==> config.mk <==
export PLATFORM = sky130hd
export DESIGN_NAME = rf_write_master
export DESIGN_NICKNAME = d
export VERILOG_FILES = /design/src/rtl/geva_rf_pkg.sv /design/src/rtl/rf_wr_fifo.sv /design/src/rtl/rf_write_master.sv
export SDC_FILE = /design/constraint.sdc
export NUM_CORES = 1
export LEC_CHECK = 0
export ABC_AREA = 1
export CAP_MARGIN = 20
export CORE_ASPECT_RATIO = 0.9
export CORE_MARGIN = 5
export CORE_UTILIZATION = 60
export DETAILED_ROUTE_END_ITERATION = 10
export DONT_BUFFER_PORTS = 1
export PLACE_DENSITY = 0.76
export SLEW_MARGIN = 20
export SYNTH_ARGS = -nofsm -noshare
export SYNTH_HDL_FRONTEND = slang
export SYNTH_SLANG_ARGS = --single-unit
==> constraint.sdc <==
create_clock -name clk -period 4.4 [get_ports clk]
set_input_delay 0.88 -clock clk [delete_from_list [all_inputs] [get_ports clk]]
set_output_delay 0.88 -clock clk [all_outputs]
set_load 0.01 [all_outputs]
==> src/rtl/geva_rf_pkg.sv <==
// Shared regfile definitions: register index width, register count and the
// write-request bundle carried from producers into the regfile write path.
package geva_rf_pkg;

   localparam int RF_ADDR_W     = 4;
   localparam int RF_NUM_REGS   = 16;
   // Widest regfile data path (vector file). Narrower instances zero-extend
   // into this field and use only the low WIDTH bits; the constant upper bits
   // are pruned by synthesis.
   localparam int RF_DATA_MAX_W = 128;

   typedef struct packed {
      logic [RF_ADDR_W-1:0]     addr;
      logic [RF_DATA_MAX_W-1:0] data;
   } rf_wr_req_t;

   // Build a request from a register index and write data of up to RF_DATA_MAX_W bits.
   function automatic rf_wr_req_t rf_wr_req_make(input logic [RF_ADDR_W-1:0]     addr,
                                                 input logic [RF_DATA_MAX_W-1:0] data);
      rf_wr_req_t r;
      r.addr = addr;
      r.data = data;
      return r;
   endfunction

endpackage

==> src/rtl/rf_wr_fifo.sv <==
// Pending-write queue: DEPTH entries of {addr, data}, wrap-around pointers and
// an occupancy count. All entries are exposed in parallel so the parent can
// derive busy flags and lookups; rd_ptr marks the oldest entry.
module rf_wr_fifo
   import geva_rf_pkg::*;
#(
   parameter int DEPTH = 4
) (
   input  logic                   clk,
   input  logic                   rst,
   input  logic                   push,
   input  rf_wr_req_t             push_entry,
   input  logic                   pop,
   output rf_wr_req_t             head_entry,
   output rf_wr_req_t             entries [DEPTH],
   output logic [$clog2(DEPTH)-1:0] rd_ptr,
   output logic [$clog2(DEPTH):0]   count
);

   localparam int PTR_W = $clog2(DEPTH);
   localparam int CNT_W = PTR_W + 1;

   logic [PTR_W-1:0] wr_ptr_q, wr_ptr_d;
   logic [PTR_W-1:0] rd_ptr_q, rd_ptr_d;
   logic [CNT_W-1:0] count_q,  count_d;
   logic             push_ok;
   logic             pop_ok;

   // Guard against overflow/underflow even if the parent mis-drives push/pop.
   assign push_ok = push && (count_q != CNT_W'(DEPTH));
   assign pop_ok  = pop  && (count_q != '0);

   // Next pointers and count; power-of-two DEPTH makes wrap a natural overflow.
   always_comb begin
      wr_ptr_d = wr_ptr_q;
      rd_ptr_d = rd_ptr_q;
      count_d  = count_q;
      if (push_ok) begin
         wr_ptr_d = wr_ptr_q + PTR_W'(1);
      end
      if (pop_ok) begin
         rd_ptr_d = rd_ptr_q + PTR_W'(1);
      end
      case ({push_ok, pop_ok})
         2'b10:   count_d = count_q + CNT_W'(1);
         2'b01:   count_d = count_q - CNT_W'(1);
         default: count_d = count_q;
      endcase
   end

   // Pointer and count registers; reset empties the queue at once.
   always_ff @(posedge clk or posedge rst) begin
      if (rst) begin
         wr_ptr_q <= '0;
         rd_ptr_q <= '0;
         count_q  <= '0;
      end else begin
         wr_ptr_q <= wr_ptr_d;
         rd_ptr_q <= rd_ptr_d;
         count_q  <= count_d;
      end
   end

   genvar gi;
   generate
      for (gi = 0; gi < DEPTH; gi++) begin : g_entry
         rf_wr_req_t entry_q;
         rf_wr_req_t entry_d;

         // Capture the incoming request when this slot is the write target.
         always_comb begin
            entry_d = entry_q;
            if (push_ok && (wr_ptr_q == PTR_W'(gi))) begin
               entry_d = push_entry;
            end
         end

         // Storage needs no reset: validity comes solely from rd_ptr and count.
         always_ff @(posedge clk) begin
            entry_q <= entry_d;
         end

         assign entries[gi] = entry_q;
      end
   endgenerate

   assign head_entry = entries[rd_ptr_q];
   assign rd_ptr     = rd_ptr_q;
   assign count      = count_q;

endmodule

==> src/rtl/rf_write_master.sv <==
// Regfile write master: queues write requests and drains them into the
// regfile write port whenever the port is not taken by a higher-priority
// writer. Publishes per-register busy flags and, when RF_WR_BYPASS_EN is
// defined, forwards the youngest queued data for two read addresses.
// Optional feature macro: RF_WR_BYPASS_EN. WIDTH must not exceed RF_DATA_MAX_W;
// DEPTH must be a power of two, at least 2.
module rf_write_master
   import geva_rf_pkg::*;
#(
   parameter int WIDTH = 32,
   parameter int DEPTH = 4
) (
   input  logic                     clk,
   input  logic                     rst,
   input  logic                     req_valid,
   output logic                     req_ready,
   input  logic [RF_ADDR_W-1:0]     req_addr,
   input  logic [WIDTH-1:0]         req_data,
   input  logic                     rf_stall,
   output logic                     rf_we,
   output logic [RF_ADDR_W-1:0]     rf_wr_addr,
   output logic [WIDTH-1:0]         rf_wr_data,
   output logic [RF_NUM_REGS-1:0]   busy,
   output logic [$clog2(DEPTH):0]   count,
   input  logic [RF_ADDR_W-1:0]     lk_addr1,
   input  logic [RF_ADDR_W-1:0]     lk_addr2,
   output logic                     lk_hit1,
   output logic                     lk_hit2,
   output logic [WIDTH-1:0]         lk_data1,
   output logic [WIDTH-1:0]         lk_data2
);

   localparam int PTR_W = $clog2(DEPTH);
   localparam int CNT_W = PTR_W + 1;

   rf_wr_req_t       entries [DEPTH];
   rf_wr_req_t       head_entry;
   rf_wr_req_t       push_entry;
   logic [PTR_W-1:0] rd_ptr;
   logic [CNT_W-1:0] fifo_count;
   logic             push;
   logic             pop;

   // Ready depends only on the registered count, never on req_valid.
   assign req_ready  = (fifo_count < CNT_W'(DEPTH));
   assign push       = req_valid && req_ready;
   assign pop        = (fifo_count != '0) && !rf_stall;
   assign push_entry = rf_wr_req_make(req_addr, RF_DATA_MAX_W'(req_data));
   assign count      = fifo_count;

   rf_wr_fifo #(
      .DEPTH (DEPTH)
   ) u_fifo (
      .clk        (clk),
      .rst        (rst),
      .push       (push),
      .push_entry (push_entry),
      .pop        (pop),
      .head_entry (head_entry),
      .entries    (entries),
      .rd_ptr     (rd_ptr),
      .count      (fifo_count)
   );

   // Drive the regfile write port from the head; idle port shows all zeros.
   always_comb begin
      rf_we      = pop;
      rf_wr_addr = '0;
      rf_wr_data = '0;
      if (pop) begin
         rf_wr_addr = head_entry.addr;
         rf_wr_data = head_entry.data[WIDTH-1:0];
      end
   end

   // Flag every register targeted by at least one valid queued entry.
   always_comb begin
      busy = '0;
      for (int k = 0; k < DEPTH; k++) begin
         if (CNT_W'(k) < fifo_count) begin
            busy[entries[rd_ptr + PTR_W'(k)].addr] = 1'b1;
         end
      end
   end

   logic [RF_ADDR_W-1:0] lk_addr_arr [2];
   assign lk_addr_arr[0] = lk_addr1;
   assign lk_addr_arr[1] = lk_addr2;

   genvar gi;
   generate
      for (gi = 0; gi < 2; gi++) begin : g_lk
         logic             hit;
         logic [WIDTH-1:0] data;
`ifdef RF_WR_BYPASS_EN
         // Scan oldest to youngest so the youngest matching entry wins.
         always_comb begin
            hit  = 1'b0;
            data = '0;
            for (int k = 0; k < DEPTH; k++) begin
               if ((CNT_W'(k) < fifo_count) &&
                   (entries[rd_ptr + PTR_W'(k)].addr == lk_addr_arr[gi])) begin
                  hit  = 1'b1;
                  data = entries[rd_ptr + PTR_W'(k)].data[WIDTH-1:0];
               end
            end
         end
`else
         // Forwarding disabled: lookup ports stay present but inert.
         always_comb begin
            hit  = 1'b0;
            data = '0;
         end
`endif
      end
   endgenerate

   assign lk_hit1  = g_lk[0].hit;
   assign lk_data1 = g_lk[0].data;
   assign lk_hit2  = g_lk[1].hit;
   assign lk_data2 = g_lk[1].data;

endmodule

After elaboration in Yosys (flattened, before gate mapping)
Cells that the tools add are included.
{"block": "op_classes", "magnitude_cmp": 17, "bitwise_logic": 7, "mux": 27, "n_eq_ne": 6, "n_reduce_logical": 16, "addsub": 6}
{"operator": "132-bit binary-select mux with 2-bit select", "n": 4}
{"operator": "132-bit two-way mux", "n": 8}
{"operator": "16-bit two-way mux", "n": 4}
{"operator": "16-bit bitwise OR", "n": 3}
{"operator": "32-bit two-way mux", "n": 1}
{"operator": "4-bit by 5-bit less-than comparator with 1-bit output (second input constant)", "n": 4}
{"operator": "1-bit demux with 4-bit select", "n": 4}
{"operator": "4-bit by 1-bit >= comparator with 1-bit output (second input constant)", "n": 4}
{"operator": "3-bit >= comparator (second input constant)", "n": 4}
{"operator": "1-bit logical AND", "n": 12}
{"operator": "2-bit inverter with 3-bit output", "n": 4}
{"operator": "2-bit == test (second input constant)", "n": 3}
{"operator": "1-bit by 3-bit less-than comparator with 1-bit output (first input constant)", "n": 2}
{"operator": "2-bit by 3-bit less-than comparator with 1-bit output (first input constant)", "n": 2}
{"operator": "3-bit case mux with 2 select lines", "n": 1}
{"operator": "2-bit by 1-bit adder with 2-bit output (second input constant)", "n": 2}
{"operator": "2-bit adder (second input constant)", "n": 2}
{"operator": "2-bit by 1-bit == test with 1-bit output (second input constant)", "n": 2}
{"operator": "1-bit two-way mux", "n": 4}
{"operator": "4-bit two-way mux", "n": 1}
{"operator": "3-bit by 1-bit adder with 3-bit output (second input constant)", "n": 1}
{"operator": "3-bit less-than comparator (second input constant)", "n": 1}
{"operator": "3-bit inequality test (second input constant)", "n": 1}
{"operator": "3-bit nonzero test", "n": 1}
{"operator": "other kinds (4)", "n": 4}
{"block": "word_totals", "in_bits": 48, "register_bits": 151, "word_cells": 90, "output_inout_bits": 123}

Depth between registers and ports, before layout
Gate-level depths: netlist (run 1).
{"block": "logic_depth", "ltp_word": 15, "depth_mapped": 11, "depth_no_buf": 10}

Cells and area by module
Synthesis (run 1) repeated with hierarchy kept, for this count alone.
{"block": "unflattened", "hier_cells": 2094, "hier_area_um2": 23882.9}
{"mod": "rf_wr_fifo", "seq_area_each_um2": 16030.4, "cells_per_inst": 1600, "area_per_inst_um2": 21513.1, "instances": 1}
{"mod": "rf_write_master", "seq_area_each_um2": 0.0, "cells_per_inst": 494, "area_per_inst_um2": 2369.8, "instances": 1}

Worst setup path after synthesis (run 1)
Ideal clock, no wire load.
{"block": "synth_timing", "path_kind": "input to register", "start": "input port req_valid", "end": "register u_fifo.g_entry[3].entry_q, in the netlist u_fifo.entries[0] (enable)", "cell_stages": 2, "setup_time_ns": 0.429, "t_required_ns": 3.971, "path_buffers": 0, "slack_ns": 1.390, "t_arrival_ns": 2.581, "cell_sequence": "nand2_1 -> nor2_1"}
{"block": "synth_via", "elab_chain_cells": 3}
{"element": "start: declaration", "line_no": "rf_write_master.sv:15", "text": "input logic req_valid,"}
{"element": "1-bit logical AND", "line_no": "rf_write_master.sv:46", "text": "assign push = req_valid && req_ready;"}
{"element": "1-bit logical AND", "line_no": "rf_wr_fifo.sv:30", "text": "assign push_ok = push && (count_q != CNT_W'(DEPTH));"}
{"element": "1-bit logical AND", "line_no": "rf_wr_fifo.sv:73", "text": "if (push_ok && (wr_ptr_q == PTR_W'(gi))) begin"}
{"element": "end signal: assignment", "line_no": "rf_wr_fifo.sv:80", "text": "entry_q <= entry_d;"}
{"element": "end: declaration", "line_no": "rf_wr_fifo.sv:67", "text": "rf_wr_req_t entry_q;"}
Every way passes these cells.
A chain may end at the register's enable or synchronous reset.

Final worst setup path (run 1)
{"block": "layout_timing", "start": "register u_fifo.rd_ptr_q[0], in the netlist u_fifo.rd_ptr[0]", "end": "output port busy[9]"}
{"block": "layout_via", "elab_chain_cells": 15, "elab_cells_between_ends": 46, "classes_between": "3 x add/sub; 8 x order compare; 24 x mux; 7 x bitwise; 4 x reduce/logical"}
{"element": "start: declaration", "line_no": "rf_wr_fifo.sv:24", "text": "logic [PTR_W-1:0] rd_ptr_q, rd_ptr_d;"}
{"element": "start signal: assignment", "line_no": "rf_wr_fifo.sv:59", "text": "rd_ptr_q <= rd_ptr_d;"}
{"element": "2-bit by 1-bit adder with 2-bit output / 2-bit inverter with 3-bit output (equally long branches)", "line_no": "rf_write_master.sv:81", "text": "busy[entries[rd_ptr + PTR_W'(k)].addr] = 1'b1;"}
{"element": "2-bit inverter with 3-bit output (implied by the code) / 132-bit binary-select mux with 2-bit select (equally long branches)", "line_no": "rf_write_master.sv:81"}
{"element": "132-bit binary-select mux with 2-bit select / 132-bit two-way mux (equally long branches)", "line_no": "rf_write_master.sv:81"}
{"element": "132-bit two-way mux (implied by the code)", "line_no": "rf_write_master.sv:81"}
{"element": "132-bit two-way mux (implied by the code), or another cell as far along", "line_no": "rf_write_master.sv:81"}
{"element": "4-bit by 5-bit less-than comparator with 1-bit output (implied by the code), or another cell as far along", "line_no": "rf_write_master.sv:81"}
{"element": "1-bit logical AND (implied by the code) / 1-bit two-way mux (equally long branches)", "line_no": "rf_write_master.sv:81"}
{"element": "1-bit two-way mux (implied by the code) / 1-bit demux with 4-bit select (equally long branches)", "line_no": "rf_write_master.sv:81"}
{"element": "1-bit demux with 4-bit select / 16-bit two-way mux (equally long branches)", "line_no": "rf_write_master.sv:81, rf_write_master.sv:80"}
{"element": "16-bit bitwise OR (no line)"}
{"element": "16-bit two-way mux", "line_no": "rf_write_master.sv:80", "text": "if (CNT_W'(k) < fifo_count) begin"}
{"element": "16-bit bitwise OR (no line)"}
{"element": "16-bit two-way mux", "line_no": "rf_write_master.sv:80"}
{"element": "16-bit bitwise OR (no line)"}
{"element": "16-bit two-way mux *", "line_no": "rf_write_master.sv:80"}
{"element": "end: declaration", "line_no": "rf_write_master.sv:23", "text": "output logic [RF_NUM_REGS-1:0] busy,"}
Mark *: on every way between the ends. The rest lies on a longest branch, timed or not. The select of a mux whose other input is x is not followed.

==> results of run 1 <==
## how the worst max path moves through the flow
stage | startpoint | to | cells after the start
6_report | u_fifo.rd_ptr[0] | busy[9] | 10
4_1_cts | u_fifo.rd_ptr[0] | busy[9] | 10
3_3_place_gp | u_fifo.rd_ptr[0] | busy[8] | 10
2_1_floorplan | req_valid | u_fifo.entries[0] | 2
5_1_grt | u_fifo.rd_ptr[0] | busy[9] | 10
3_5_place_dp | u_fifo.rd_ptr[0] | busy[12] | 10
## worst max-delay path: stages, from the launching register on
cell	delay (ns)
dfrtp_2	0.83
buf_4	0.62
nand2_2	0.14
nand2_4	0.17
nand2_1	0.07
nand2_1	0.16
inv_1	0.08
nand2_1	0.14
nor2_1	0.06
nor2_1	0.11
nand2_1	0.12
## where the power goes
group	internal, mW	leakage [nW]	total (mW)	switching (mW)
clock network	0.744	0.259	1.34	0.594
registers	1.83	1.39	2.03	0.202
logic	0.609	1.42	2.48	1.87
total	3.18	3.07	5.85	2.67
## sequential cells by signal (all words and copies together) (netlist names)
name,count
u_fifo.wr_ptr_q,2
u_fifo.entries,144
u_fifo.count,3
u_fifo.rd_ptr,2
## cell type report
class                   count  area [sq um]  share of cell area [%]
flip-flops and latches    151          4500                    54.7
multi-input cells         560          2760                    33.6
clock buffers              18           429                    5.22
well taps                 164           205                    2.49
inverters                  38           148                    1.79
clock inverters            14           131                    1.60
repair buffers              7          52.6                   0.639
## logic make-up after synthesis
| logic type | after synthesis | synth area share, % |
|---|---|---|
| AOI/OAI and AO/OA | 38 | 4.05 |
| xor gates and xnor gates | 5 | 0.552 |
| adders and majority gates | 8 | 1.26 |
| buffers and inverters | 146 | 12.0 |
| DFF | 151 | 56.7 |
| other | 1 | 0.0473 |
| and+or+nand+nor | 443 | 25.4 |
## routing by layer
layer / up-vias / track usage, % / part of all wire [%]
met4: 0 / 7.92 / 1.9
met2: 290 / 35.9 / 47
met1: 2619 / 27.2 / 40
met5: - / 0 / 0
li1: 2575 / - / -
met3: 29 / 7.59 / 10
## synth_stat cells (2+ instances only)
cell	instances	area share, %
clkbuf_1	7	0.33
nand3_1	157	9.9
xnor2_1	2	0.22
nand2_4	3	0.43
edfxtp_1	144	54
buf_2	17	1.1
inv_2	4	0.19
buf_6	14	2.0
ha_1	8	1.3
nand2_1	139	6.6
nand3_2	11	1.4
dfrtp_1	7	2.2
xor2_1	3	0.33
buf_4	69	6.5
nand2_2	23	1.8
nor2_1	108	5.1
inv_1	33	1.6
o21ai_0	4	0.25
a41oi_1	32	3.5
## stage by stage
step / total power, mW / instance area (sq um)
2_1_floorplan: 4.14 / 8180
3_3_place_gp: 4.41 / 7670
3_5_place_dp: 4.51 / 7670
4_1_cts: 5.86 / 8230
5_1_grt: 6.24 / 8230
6_report: 5.85 / 8230
==> run metrics, run 1 <==
Initial DRC Count=482; HP Class=input pin to async pin; remaining global-route overflow=0; final core occ=64.1%; Worst R2R Setup Slack=1.79 ns; status=finished, final reports clean; largest fanout on the critical path=55; TritonRoute pass-1 iters=6; Rows=39; root buffer cell=clkbuf_16; Die ar.=15,600 sq um; Setup CP Type=flop to output port; Antenna Cells=0; WP data arrival=2.94 ns; Total Neg Setup Slack=0 ns; RR Startpoint=u_fifo.count[2]; register area share after synthesis=56.7%; Setup-failing EPs final=0; CTS tree=done; P per Cell Area=711 nW/um^2; share of cells above drive strength 1=11.3%; CP Data Required Time=3.52 ns; routability cong.=a little under 1; average vias per placed instance=5.79; Final Worst Setup Slack=a little under 0.6 ns; RSZ-0062 raised after global routing=no; Placed Cells=920; Leak=3.07 nW; global-route wire length before repair=27,600 um; Cells after Synth=792; nets=831; worst slack at placement=1.03 ns; CORE AREA=~13,000 sq um; hold buffer count at cts=0; clock skew=0.0114 ns; netlist area before placement=roughly 7900 sq um; fin cells=approximately 950; global-route usage over all layers=between 20% and 30%; Max rail drop VDD=491 uV; post-route DRC violation count=0; Tmin final=between 3 and 4 ns; setup repair bufs after CTS=0; initial antenna violation count=0; CTS Buf Count=17; vias in the first global route=5,466; Rel. slew slack=between 40% and 50%; Final Slew Violations=0; initial core utilization=61.8%; CTS max path bufs=2; filler instances=955; H-tree depth=4; final WL=17,300 um; worst hold margin=0.301 ns; per-cell routed wire length=18.2 um; largest net degree at the start of global routing=80; Max Cap Violations=0; Crit. End Element=output port; Clock transition at path regs=about 0.060 ns; Setup crit start kind=flop; most frequent cells in the layout=nand3_1, edfxtp_1, nand2_1; Detailed Place HPWL=11,500 um; FF+latch count, synth=151; Ports=171; via count=5,513; FMAX=262 MHz; Synth Flop Type=edfxtp_1; post_cts resized=0; R2R cell count=4; Port Buffers=0; worst r2r dst=u_fifo.entries[10]; die span in y=119 um; ys async rst share=4.64%; antenna viol nets, final=0; period utilization=86.8%; number of synthesized flops with an enable pin=144; total clock sinks=151; Die Wd=131 um; Clk Latency, worst-skew pair=0.42 ns; most common cell after layout, fill and taps aside=nand3_1; total number of yosys warnings=0; Tightest Pin Transition=about 0.8 ns; Final Hold Viols=0; Syn Area/Cell=10.0 sq um; post-synth cell types=26; Area Overhead vs Synth=3.69%
Note: power is estimated with default switching activity, not from simulation.
==> run 2: changes to the inputs <==
- BUFFER_PORTS_ARGS: unset -> -buffer_cell sky130_fd_sc_hd__buf_2
- CORE_UTILIZATION: 60 -> 59
- DONT_BUFFER_PORTS: 1 -> unset
- PLACE_DENSITY: 0.76 -> 0.86
==> run 2 against run 1 <==
Against the previous run: die area rose by 1.6%; largest cell class unchanged; non-clock buffer count increased by 96; utilization grew 1.5 points; cell area up 5.7%; global-route usage fell by 1.0 points; first-iteration DRC count increased by 3.9%.
==> run metrics, run 2 (synthesized netlist as in run 1, its figures left out) <==
global-route wire length before repair=26,400 um (-4.2%); setup repair bufs after CTS=0 (unchanged); Setup crit start kind=flop; root buffer cell=clkbuf_16; Leak=3.51 nW (+14%); Area Overhead vs Synth=9.60%; Worst R2R Setup Slack=1.98 ns (+0.19 ns); average vias per placed instance=5.48 (-5.3%); Clock transition at path regs=0.06 ns (about the same); hold buffer count at cts=0 (unchanged); final WL=16,700 um (-3.5%); P per Cell Area=692 nW/um^2 (-2.6%); Setup CP Type=flop to output port; CP Data Required Time=3.52 ns (about the same); Ports=171 (unchanged); TritonRoute pass-1 iters=5 (-1); die span in y=120 um (+0.77%); Final Hold Viols=0 (unchanged); period utilization=82.4% (-4.4 points); per-cell routed wire length=15.9 um (-13%); R2R cell count=4 (unchanged); worst slack at placement=1.23 ns (+0.207 ns); status=finished, final reports clean; Setup-failing EPs final=0 (unchanged); Die Wd=132 um (+0.78%); Crit. End Element=output port; Clk Latency, worst-skew pair=0.41 ns (about the same); Tmin final=3.62 ns (-0.194 ns); antenna viol nets, final=0 (unchanged); Antenna Cells=0 (unchanged); FMAX=276 MHz (+5.4%); global-route usage over all layers=20.9% (-1.0 points); clock skew=0.00785 ns (-0.00352 ns); RSZ-0062 raised after global routing=no; filler instances=1,019 (+6.7%); nets=927 (+12%); Max rail drop VDD=399 uV (-19%); remaining global-route overflow=0 (unchanged); largest fanout on the critical path=79 (+44%); H-tree depth=4 (unchanged); Rows=40 (+2.6%); Die ar.=15,900 sq um (+1.6%); initial antenna violation count=1 (+1); max reg flops=144 (unchanged); CTS tree=done; RR Startpoint=u_fifo.count[2]; Total Neg Setup Slack=0 ns (unchanged); CORE AREA=13,300 sq um (+3.3%); Initial DRC Count=501 (+3.9%); Placed Cells=1,020 (+11%); Final Slew Violations=0 (unchanged); Detailed Place HPWL=10,400 um (-9.5%); CTS max path bufs=2 (unchanged); WP data arrival=2.74 ns (-0.20 ns); fin cells=1,052 (+11%); most frequent cells in the layout=nand3_1, edfxtp_1, nand2_1; Tightest Pin Transition=1.03 ns (+0.221 ns); vias in the first global route=5,370 (-1.8%); post_cts resized=0 (unchanged); initial core utilization=59.8% (-2.0 points); routability cong.=0.913 (-8.0%); Port Buffers=96 (+96); CTS Buf Count=17 (unchanged); worst r2r dst=u_fifo.entries[399]; total clock sinks=151 (unchanged); post-route DRC violation count=0 (unchanged); via count=5,770 (+4.7%); Rel. slew slack=31.4% (-15 points); final core occ=65.6% (+1.5 points); largest net degree at the start of global routing=92 (+15%); Max Cap Violations=0 (unchanged); Design Power=6.02 mW (+3.0%); share of cells above drive strength 1=20.9% (+9.6 points); Final Worst Setup Slack=0.776 ns (+0.194 ns); most common cell after layout, fill and taps aside=nand3_1; HP Class=input pin to async pin
==> run 2: report_power, final <==
part	total (mW)	switching, mW	internal (mW)
sequential	1.96	0.136	1.83
clock	1.31	0.578	0.732
combinational	2.75	1.95	0.799
==> run 2: per-layer routing <==
| metal | share of wire [%] | routed length [um] | track usage (%) | vias up |
|---|---|---|---|---|
| met5 | 0 | 0 | 0 | - |
| met3 | 9.2 | 1530 | 5.11 | 22 |
| met2 | 50 | 8290 | 35.7 | 272 |
| li1 | - | - | - | 2774 |
| met1 | 40 | 6600 | 26.3 | 2702 |
| met4 | 1.6 | 263 | 7.06 | 0 |
==> run 2: worst max path at each step <==
stage                         to             start  slack (ns)  depth (start not counted)
6_report                busy[11]  u_fifo.rd_ptr[1]        0.78                         11
5_1_grt                  busy[3]  u_fifo.rd_ptr[1]        0.50                         11
4_1_cts                  busy[9]  u_fifo.rd_ptr[1]        0.78                         11
3_5_place_dp             busy[9]  u_fifo.rd_ptr[1]        1.23                         11
3_3_place_gp            busy[10]  u_fifo.rd_ptr[1]        1.28                         11
2_1_floorplan  u_fifo.entries[0]         req_valid        1.39                          2
==> run 2: final cells by class <==
cell class                      count  area (sq um)  area share (%)
Sequential cell                   151          4500            51.8
Multi-Input combinational cell    560          2760            31.7
Timing Repair Buffer              103           533            6.13
Clock inverter                     15           119            1.37
Clock buffer                       17           425            4.89
Tap cell                          168           210            2.42
Inverter                           38           148            1.70
==> run 2: critical path: stages (launching register included) <==
cell	delay, ns
dfrtp_2	0.83
inv_6	0.40
nand2_2	0.18
nand2_4	0.13
nand2_1	0.09
nand2_1	0.11
inv_1	0.12
nand2_2	0.09
nor2_1	0.13
nor2_1	0.05
nand2_1	0.07
buf_2	0.12
==> run 2: through the flow <==
step | instance area, sq um | hold slack (ns)
floorplan | 8180 | 0.549
global route | 8700 | 0.384
finish | 8700 | 0.380
CTS | 8700 | 0.373
detailed placement | 8150 | 0.522
global placement | 8150 | 0.519
